### src/rtl/ps2_key_scanner_pkg.sv
// Shared types and constants for the PS/2 key scanner: prefix FSM states,
// prefix byte values and the tracked-key lookup table.
package ps2_pkg;

  typedef enum logic [1:0] {
    ST_IDLE    = 2'd0,
    ST_EXT     = 2'd1,
    ST_BRK     = 2'd2,
    ST_EXT_BRK = 2'd3
  } prefix_state_e;

  localparam logic [7:0] CODE_E0 = 8'hE0;
  localparam logic [7:0] CODE_F0 = 8'hF0;
  localparam int KEY_TABLE_LEN = 17;

  // Entry is {present, ext, code}; indices past the table report absent.
  function automatic logic [9:0] key_entry(input int idx);
    case (idx)
      0:       key_entry = {1'b1, 1'b1, 8'h75};
      1:       key_entry = {1'b1, 1'b1, 8'h72};
      2:       key_entry = {1'b1, 1'b1, 8'h6B};
      3:       key_entry = {1'b1, 1'b1, 8'h74};
      4:       key_entry = {1'b1, 1'b0, 8'h1D};
      5:       key_entry = {1'b1, 1'b0, 8'h1B};
      6:       key_entry = {1'b1, 1'b0, 8'h1C};
      7:       key_entry = {1'b1, 1'b0, 8'h23};
      8:       key_entry = {1'b1, 1'b0, 8'h35};
      9:       key_entry = {1'b1, 1'b0, 8'h33};
      10:      key_entry = {1'b1, 1'b0, 8'h34};
      11:      key_entry = {1'b1, 1'b0, 8'h3B};
      12:      key_entry = {1'b1, 1'b0, 8'h4D};
      13:      key_entry = {1'b1, 1'b0, 8'h4C};
      14:      key_entry = {1'b1, 1'b0, 8'h4B};
      15:      key_entry = {1'b1, 1'b0, 8'h52};
      16:      key_entry = {1'b1, 1'b0, 8'h29};
      default: key_entry = 10'h000;
    endcase
  endfunction

  function automatic logic key_match(input int idx, input logic ext, input logic [7:0] code);
    logic [9:0] ent;
    ent = key_entry(idx);
    return ent[9] && (ent[8:0] == {ext, code});
  endfunction

endpackage

### src/rtl/ps2_key_scanner_if.sv
// Decoded-event handshake between the scanner (master) and its consumer (slave).
interface ps2_key_scanner_if;
  logic       EVT_READY;
  logic       EVT_VALID;
  logic [7:0] EVT_CODE;
  logic       EVT_EXT;
  logic       EVT_BREAK;

  modport master (output EVT_VALID, EVT_CODE, EVT_EXT, EVT_BREAK, input EVT_READY);
  modport slave  (input EVT_VALID, EVT_CODE, EVT_EXT, EVT_BREAK, output EVT_READY);
endinterface

### src/rtl/ps2_event_fifo.sv
// Small synchronous event FIFO; a push into a full FIFO is dropped unless a pop
// happens in the same cycle.
module ps2_event_fifo
  import ps2_pkg::*;
#(
  parameter int WIDTH = 10,
  parameter int DEPTH = 4
) (
  input  logic             clk,
  input  logic             rst,
  input  logic             push,
  input  logic [WIDTH-1:0] push_data,
  input  logic             pop_ready,
  output logic             valid,
  output logic [WIDTH-1:0] head,
  output logic             drop
);
  localparam int AW = $clog2(DEPTH);
  localparam logic [AW:0] DEPTH_CNT = (AW+1)'(DEPTH);

  logic [WIDTH-1:0] mem_q [DEPTH];
  logic [WIDTH-1:0] mem_d [DEPTH];
  logic [AW-1:0]    wr_q, wr_d, rd_q, rd_d;
  logic [AW:0]      cnt_q, cnt_d;
  logic             full, do_pop, do_push;

  always_comb begin
    full    = (cnt_q == DEPTH_CNT);
    valid   = (cnt_q != '0);
    do_pop  = valid && pop_ready;
    do_push = push && (!full || do_pop);
    drop    = push && !do_push;
    mem_d   = mem_q;
    wr_d    = wr_q;
    rd_d    = rd_q;
    cnt_d   = cnt_q;
    if (do_push) begin
      mem_d[wr_q] = push_data;
      wr_d        = wr_q + AW'(1);
    end
    if (do_pop) begin
      rd_d = rd_q + AW'(1);
    end
    case ({do_push, do_pop})
      2'b10:   cnt_d = cnt_q + (AW+1)'(1);
      2'b01:   cnt_d = cnt_q - (AW+1)'(1);
      default: cnt_d = cnt_q;
    endcase
  end

  assign head = mem_q[rd_q];

  always_ff @(posedge clk or posedge rst) begin
    if (rst) begin
      for (int i = 0; i < DEPTH; i++) mem_q[i] <= '0;
      wr_q  <= '0;
      rd_q  <= '0;
      cnt_q <= '0;
    end else begin
      mem_q <= mem_d;
      wr_q  <= wr_d;
      rd_q  <= rd_d;
      cnt_q <= cnt_d;
    end
  end

endmodule

### src/rtl/ps2_key_scanner.sv
// PS/2 keyboard receiver: oversampled frame capture, E0/F0 prefix decoding,
// event FIFO and a held-key bitmap for a fixed set of game keys.
module ps2_key_scanner
  import ps2_pkg::*;
#(
  parameter int CLK_DIV    = 250,
  parameter int TIMEOUT    = 4000,
  parameter int FIFO_DEPTH = 4,
  parameter int NUM_KEYS   = 17
) (
  input  logic                CLOCK_50,
  input  logic                reset,
  input  logic                PS2_KBCLK,
  input  logic                PS2_KBDAT,
  ps2_key_scanner_if.master   evt,
  output logic [NUM_KEYS-1:0] KEY_DOWN,
  output logic                FRAME_ERR,
  output logic                OVERFLOW
);
  localparam int DW = $clog2(CLK_DIV + 1);
  localparam int TW = $clog2(TIMEOUT + 1);

  logic          kbclk_s1_q, kbclk_q, kbdat_s1_q, kbdat_q;
  logic [DW-1:0] div_q, div_d;
  logic          prev_clk_q, prev_clk_d;
  logic [10:0]   shift_q, shift_d;
  logic [3:0]    bit_cnt_q, bit_cnt_d;
  logic [TW-1:0] to_q, to_d;
  logic          frame_err_q, frame_err_d;
  prefix_state_e state_q, state_d;
  logic [NUM_KEYS-1:0] key_q, key_d;
  logic          overflow_q, overflow_d;

  logic          tick, fall, frame_done, frame_ok, accept;
  logic [7:0]    rx_byte;
  logic          evt_fire, evt_ext, evt_brk;
  logic          fifo_valid, fifo_drop;
  logic [9:0]    fifo_head;

  always_comb begin
    tick       = (div_q == DW'(CLK_DIV - 1));
    div_d      = tick ? '0 : div_q + DW'(1);
    prev_clk_d = tick ? kbclk_q : prev_clk_q;
    fall       = tick && prev_clk_q && !kbclk_q;
    shift_d    = shift_q;
    bit_cnt_d  = bit_cnt_q;
    to_d       = to_q;
    frame_done = 1'b0;
    if (fall) begin
      shift_d = {kbdat_q, shift_q[10:1]};
      to_d    = '0;
      if (bit_cnt_q == 4'd10) begin
        bit_cnt_d  = '0;
        frame_done = 1'b1;
      end else begin
        bit_cnt_d = bit_cnt_q + 4'd1;
      end
    end else if (tick && bit_cnt_q != '0) begin
      // Stalled partial frame: drop it silently so the next start bit realigns.
      if (to_q == TW'(TIMEOUT - 1)) begin
        bit_cnt_d = '0;
        to_d      = '0;
      end else begin
        to_d = to_q + TW'(1);
      end
    end
    frame_ok    = !shift_d[0] && shift_d[10] && (^shift_d[9:1]);
    accept      = frame_done && frame_ok;
    frame_err_d = frame_done && !frame_ok;
    rx_byte     = shift_d[8:1];
  end

  always_comb begin
    state_d  = state_q;
    evt_fire = 1'b0;
    evt_ext  = 1'b0;
    evt_brk  = 1'b0;
    if (frame_err_d) begin
      state_d = ST_IDLE;
    end else if (accept) begin
      case (state_q)
        ST_IDLE: begin
          if (rx_byte == CODE_E0)      state_d = ST_EXT;
          else if (rx_byte == CODE_F0) state_d = ST_BRK;
          else                         evt_fire = 1'b1;
        end
        ST_EXT: begin
          if (rx_byte == CODE_F0) begin
            state_d = ST_EXT_BRK;
          end else begin
            evt_fire = 1'b1;
            evt_ext  = 1'b1;
            state_d  = ST_IDLE;
          end
        end
        ST_BRK: begin
          evt_fire = 1'b1;
          evt_brk  = 1'b1;
          state_d  = ST_IDLE;
        end
        ST_EXT_BRK: begin
          evt_fire = 1'b1;
          evt_ext  = 1'b1;
          evt_brk  = 1'b1;
          state_d  = ST_IDLE;
        end
        default: state_d = ST_IDLE;
      endcase
    end
    key_d = key_q;
    for (int i = 0; i < NUM_KEYS; i++) begin
      if (evt_fire && key_match(i, evt_ext, rx_byte)) key_d[i] = !evt_brk;
    end
    overflow_d = overflow_q | fifo_drop;
  end

  always_ff @(posedge CLOCK_50 or posedge reset) begin
    if (reset) begin
      kbclk_s1_q  <= 1'b0;
      kbclk_q     <= 1'b0;
      kbdat_s1_q  <= 1'b0;
      kbdat_q     <= 1'b0;
      div_q       <= '0;
      prev_clk_q  <= 1'b0;
      shift_q     <= '0;
      bit_cnt_q   <= '0;
      to_q        <= '0;
      frame_err_q <= 1'b0;
      state_q     <= ST_IDLE;
      key_q       <= '0;
      overflow_q  <= 1'b0;
    end else begin
      kbclk_s1_q  <= PS2_KBCLK;
      kbclk_q     <= kbclk_s1_q;
      kbdat_s1_q  <= PS2_KBDAT;
      kbdat_q     <= kbdat_s1_q;
      div_q       <= div_d;
      prev_clk_q  <= prev_clk_d;
      shift_q     <= shift_d;
      bit_cnt_q   <= bit_cnt_d;
      to_q        <= to_d;
      frame_err_q <= frame_err_d;
      state_q     <= state_d;
      key_q       <= key_d;
      overflow_q  <= overflow_d;
    end
  end

  ps2_event_fifo #(.WIDTH(10), .DEPTH(FIFO_DEPTH)) u_fifo (
    .clk       (CLOCK_50),
    .rst       (reset),
    .push      (evt_fire),
    .push_data ({evt_brk, evt_ext, rx_byte}),
    .pop_ready (evt.EVT_READY),
    .valid     (fifo_valid),
    .head      (fifo_head),
    .drop      (fifo_drop)
  );

  assign evt.EVT_VALID = fifo_valid;
  assign evt.EVT_CODE  = fifo_head[7:0];
  assign evt.EVT_EXT   = fifo_head[8];
  assign evt.EVT_BREAK = fifo_head[9];
  assign KEY_DOWN      = key_q;
  assign FRAME_ERR     = frame_err_q;
  assign OVERFLOW      = overflow_q;

endmodule

### src/flat_wrapper.sv
// flat-port wrapper written by rule: the top's interface ports become plain ports
module ps2_key_scanner_flat import ps2_pkg::*;
#(
  parameter int CLK_DIV    = 250,
  parameter int TIMEOUT    = 4000,
  parameter int FIFO_DEPTH = 4,
  parameter int NUM_KEYS   = 17
)
  (CLOCK_50, reset, PS2_KBCLK, PS2_KBDAT, KEY_DOWN, FRAME_ERR, OVERFLOW, evt_EVT_VALID, evt_EVT_CODE, evt_EVT_EXT, evt_EVT_BREAK, evt_EVT_READY);
  ps2_key_scanner_if evt_i ();
  input  logic CLOCK_50;
  input  logic reset;
  input  logic PS2_KBCLK;
  input  logic PS2_KBDAT;
  output logic [NUM_KEYS-1:0] KEY_DOWN;
  output logic FRAME_ERR;
  output logic OVERFLOW;
  output wire logic [$bits(evt_i.EVT_VALID)-1:0] evt_EVT_VALID;
  output wire logic [$bits(evt_i.EVT_CODE)-1:0] evt_EVT_CODE;
  output wire logic [$bits(evt_i.EVT_EXT)-1:0] evt_EVT_EXT;
  output wire logic [$bits(evt_i.EVT_BREAK)-1:0] evt_EVT_BREAK;
  input wire logic [$bits(evt_i.EVT_READY)-1:0] evt_EVT_READY;
  assign evt_EVT_VALID = evt_i.EVT_VALID;
  assign evt_EVT_CODE = evt_i.EVT_CODE;
  assign evt_EVT_EXT = evt_i.EVT_EXT;
  assign evt_EVT_BREAK = evt_i.EVT_BREAK;
  assign evt_i.EVT_READY = evt_EVT_READY;
  ps2_key_scanner #(.CLK_DIV(CLK_DIV), .TIMEOUT(TIMEOUT), .FIFO_DEPTH(FIFO_DEPTH), .NUM_KEYS(NUM_KEYS)) u_core (.CLOCK_50(CLOCK_50), .reset(reset), .PS2_KBCLK(PS2_KBCLK), .PS2_KBDAT(PS2_KBDAT), .evt(evt_i), .KEY_DOWN(KEY_DOWN), .FRAME_ERR(FRAME_ERR), .OVERFLOW(OVERFLOW));
endmodule
### config.mk
export PLATFORM = sky130hd
export DESIGN_NAME = ps2_key_scanner_flat
export DESIGN_NICKNAME = d
export VERILOG_FILES = /design/src/rtl/ps2_key_scanner_pkg.sv /design/src/rtl/ps2_key_scanner_if.sv /design/src/rtl/ps2_event_fifo.sv /design/src/rtl/ps2_key_scanner.sv /design/src/flat_wrapper.sv
export SDC_FILE = /design/constraint.sdc
export NUM_CORES = 1
export LEC_CHECK = 0
export CORE_MARGIN = 10
export CORE_UTILIZATION = 45
export CTS_CLUSTER_SIZE = 25
export DETAILED_ROUTE_END_ITERATION = 8
export PLACE_DENSITY = 0.64
export SETUP_SLACK_MARGIN = 0.15
export SYNTH_ARGS = -nofsm -noshare
export SYNTH_HDL_FRONTEND = slang
export SYNTH_SLANG_ARGS = --single-unit
export TNS_END_PERCENT = 100
### constraint.sdc
create_clock -name CLOCK_50 -period 6.1 [get_ports CLOCK_50]
set_input_delay 0.61 -clock CLOCK_50 [delete_from_list [all_inputs] [get_ports CLOCK_50]]
set_output_delay 0.61 -clock CLOCK_50 [all_outputs]
set_load 0.1 [all_outputs]
==> metrics.md <==
| Metric | Value |
|---|---|
| Top Family by Delay on Critical Path | adder cells |
| Nets | 562 |
| Worst Path Buf+Inv | 4 |
| DRT Pass-1 Iters | 4 |
| WL/cell | 16.19 µm |
| Clock period minus worst slack | 4619 ps |
| Worst hold-check path type | flop to flop |
| Clock root buffer master | clkbuf_16 |
| Initial DRC Count | 162 |
| Hold_buf cts | 0 |
| Fin crit share | 75.72% |
| IO Count | 35 |
| Critical-path cell list | inv_1, ha_1, and3b_1, nand3_1, mux2i_1, inv_1, ha_1, xnor3_1, xnor2_1, nor4_1, buf_4, o21a_1, nand2_1, ha_1, inv_1, fa_1, xor2_1, nor2_1, xor2_1 |
| CTS HTree Levels | 3 |
| Arr. time, crit path | 4890 ps |
| Setup Slack @ Placement | 1526 ps |
| Vias in the first global route | 3756 |
| Fin Setup TNS | 0 ps |
| CP max-delay cell | mux2i_1 |
| Gates resized, CTS repair | 0 |
| Via count | 3689 |
| Routability Congestion | 0.8892 |
| I/O Buffers | 34 |
| Crit path capture | u_core.u_fifo.cnt_q[2]$_DFFE_PP0P_ |
| Relative slew slack | 33.93% |
| Core area | 0.01147 mm² |
| Reg2reg start | u_core.div_q[1]$_DFF_PP0_ |
| CP Class | flop to flop |
| Largest net degree at the start of global routing | 58 |
| Worst EP required | 6370 ps |
| R2r setup slk | 1480 ps |
| Most common cell after layout, fill and taps aside | dfrtp_1 |
| Leakage | 2.670 nW |
| Maximum clock path buffer count | 2 |
| Total Routing Usage GR | 14.20% |
| Post-CTS setup buffers | 0 |
| Remaining DRCs | 0 |
| Hold slack | 350.9 ps |
| Syn Area/Cell | 10.61 µm² |
| CTS tree | done |
| Status | completed |
| Final Non-Filler Cells | 682 |
| Initial Util | 46.06% |
| Die Y | 128.3 µm |
| Cells after synthesis | 498 |
| Top FF cell, synth | dfrtp_1 |
| Post-route ant nets | 0 |
| Largest fanout on the critical path | 9 |
| Initial antenna violation count | 0 |
| Max-Cap Viols | 0 |
| Slew Limit Fails | 0 |
| Max incr delay on CP | 550 ps |
| Antenna cells | 0 |
| Peak VDD IR | 0.1299 mV |
| Synthesis-to-layout area growth | 15.00% |
| Endpoints failing setup | 0 |
| Reg2reg end | u_core.u_fifo.cnt_q[2]$_DFFE_PP0P_ |
| Flip-flop and latch count after synthesis | 107 |
| Drt via density | 5.409 |
| DP HPWL | 7.982 mm |
| Worst-skew pair later-pin latency | 350 ps |
| CTS Buf Count | 9 |
| Sequential area share after synthesis | 50.70% |
| Yosys warning count | 0 |
| Most frequent cells in the layout | dfrtp_1, nand2_1, o21ai_0, nor2_1, clkdlybuf4s50_1 |
| Ys async rst share | 100.0% |
| Critical path depth in cells | 19 |
| # fillers | 1006 |
| Post-synth net total | 526 |
| DRT Wirelength | 11.04 mm |
| CP Capture Type | flop |
| Post-synth cell types | 52 |
| Placed insts | 666 |
| Share of layout cells above drive strength 1 | 11.69% |
| Mapped cell area | 0.005281 mm² |
| First-pass GRT wire length | 19.02 mm |
| RSZ-0062 raised after global routing | false |
| Num Clock Sinks | 107 |
| Setup slack after layout | 1481 ps |
| Crit path launch type | flop |
| F_max | 216.5 MHz |
| CTS clk-pin slew, worst paths | 70 ps |
| Number of synthesized flops with an enable pin | 0 |
| Worst Setup SP | u_core.div_q[1]$_DFF_PP0_ |
| Worst-Margin Slew | 988.0 ps |
| Grt ovf | 0 |
| Std cell rows | 39 |
| Clock Skew | 9.664 ps |
| Die width | 128.3 µm |
| Pwr dens | 216.9 mW/mm² |
| Die area | 0.01647 mm² |
| Fin. Hold Viols | 0 |
| Cells on worst reg2reg path | 19 |
==> cell families (layout without fill, tap and decap cells) <==
kind of cell               Yosys count  after routing  synth area share [%]
AOI/OAI and AO/OA                   83             83                 10.21
xor gates and xnor gates            20             20                 3.577
adders and majority gates           23             23                 5.591
buffers and inverters               35             76                 2.701
DFF                                107            107                 50.70
muxes                               36             36                 9.642
and+or+nand+nor                    194            194                 17.58
==> worst min path at each step <==
stage	from	end	slack (ps)	cells past startpoint
5_1_grt	u_core.kbdat_s1_q$_DFF_PP0_	u_core.kbdat_q$_DFF_PP0_	370	0
3_5_place_dp	u_core.kbdat_s1_q$_DFF_PP0_	u_core.kbdat_q$_DFF_PP0_	340	0
4_1_cts	u_core.kbdat_s1_q$_DFF_PP0_	u_core.kbdat_q$_DFF_PP0_	360	0
3_3_place_gp	u_core.kbclk_s1_q$_DFF_PP0_	u_core.kbclk_q$_DFF_PP0_	340	0
6_report	u_core.kbdat_s1_q$_DFF_PP0_	u_core.kbdat_q$_DFF_PP0_	350	0
2_1_floorplan	u_core.kbclk_s1_q$_DFF_PP0_	u_core.kbclk_q$_DFF_PP0_	330	0
==> per-layer routing <==
layer	track usage, %	vias to the layer above	part of all wire (%)
met2	21.36	69	46
met1	19.74	1802	49
li1	-	1809	-
met5	0	-	0
met3	4.107	9	4.8
met4	3.576	0	0.96
==> Yosys cell counts, drive strengths merged, types with 3 or more instances <==
library cell | count | share of area, %
o31ai | 4 | 0.57
o21ai | 56 | 5.3
a31oi | 3 | 0.36
a21oi | 3 | 0.28
o211ai | 4 | 0.83
dfrtp | 107 | 51
or3 | 3 | 0.36
nor3 | 8 | 0.85
clkbuf | 6 | 0.43
mux4 | 10 | 4.3
buf | 7 | 0.71
inv | 22 | 1.6
nor4 | 5 | 0.59
ha | 22 | 5.2
nor2 | 34 | 2.4
o2111ai | 5 | 1.3
and2 | 7 | 0.83
nand3 | 19 | 1.8
mux2 | 19 | 4.1
mux2i | 7 | 1.3
nand4 | 7 | 0.95
xor2 | 13 | 2.2
nor4b | 4 | 0.66
nor2b | 6 | 0.71
nand2 | 86 | 6.1
xnor2 | 6 | 1.0
==> through the flow <==
stage          utilization (%)  power (W)  cell area (µm²)
2_1_floorplan                -  0.0007352             5281
3_3_place_gp             50.34  0.0007430             5773
3_5_place_dp             50.34  0.0007432             5773
4_1_cts                  52.96   0.001335             6073
5_1_grt                  52.96   0.001365             6073
6_report                 52.96   0.001317             6073
==> flip-flops by register name, summed over array words and instances, names as in the netlist <==
signal / cells
u_core.u_fifo.cnt_q: 3
u_core.kbclk_q: 1
u_core.u_fifo.mem_q: 40
u_core.FRAME_ERR: 1
u_core.bit_cnt_q: 4
u_core.to_q: 12
u_core.u_fifo.wr_q: 2
u_core.shift_q: 10
u_core.kbdat_s1_q: 1
u_core.OVERFLOW: 1
u_core.div_q: 8
u_core.prev_clk_q: 1
u_core.KEY_DOWN: 17
u_core.kbclk_s1_q: 1
u_core.state_q: 2
u_core.kbdat_q: 1
u_core.u_fifo.rd_q: 2
==> cell type report <==
| class | count | area, µm² | area share [%] |
|---|---|---|---|
| sequential | 107 | 2678 | 44.09 |
| multi-input combinational | 356 | 2461 | 40.52 |
| timing repair buffer | 38 | 370.4 | 6.098 |
| clock buffer | 9 | 225.2 | 3.708 |
| tap | 143 | 178.9 | 2.946 |
| inverter | 22 | 85.08 | 1.401 |
| clock inverter | 7 | 75.07 | 1.236 |
==> power breakdown <==
group / switching [W] / leakage, nW / internal [W]
Clock: 0.000268 / 0.151 / 0.000322
Combinational: 0.0000137 / 1.05 / 0.00000299
Sequential: 0.000000895 / 1.47 / 0.000710
Total: 0.000282 / 2.67 / 0.00104
(Power assumes the default switching activity.)
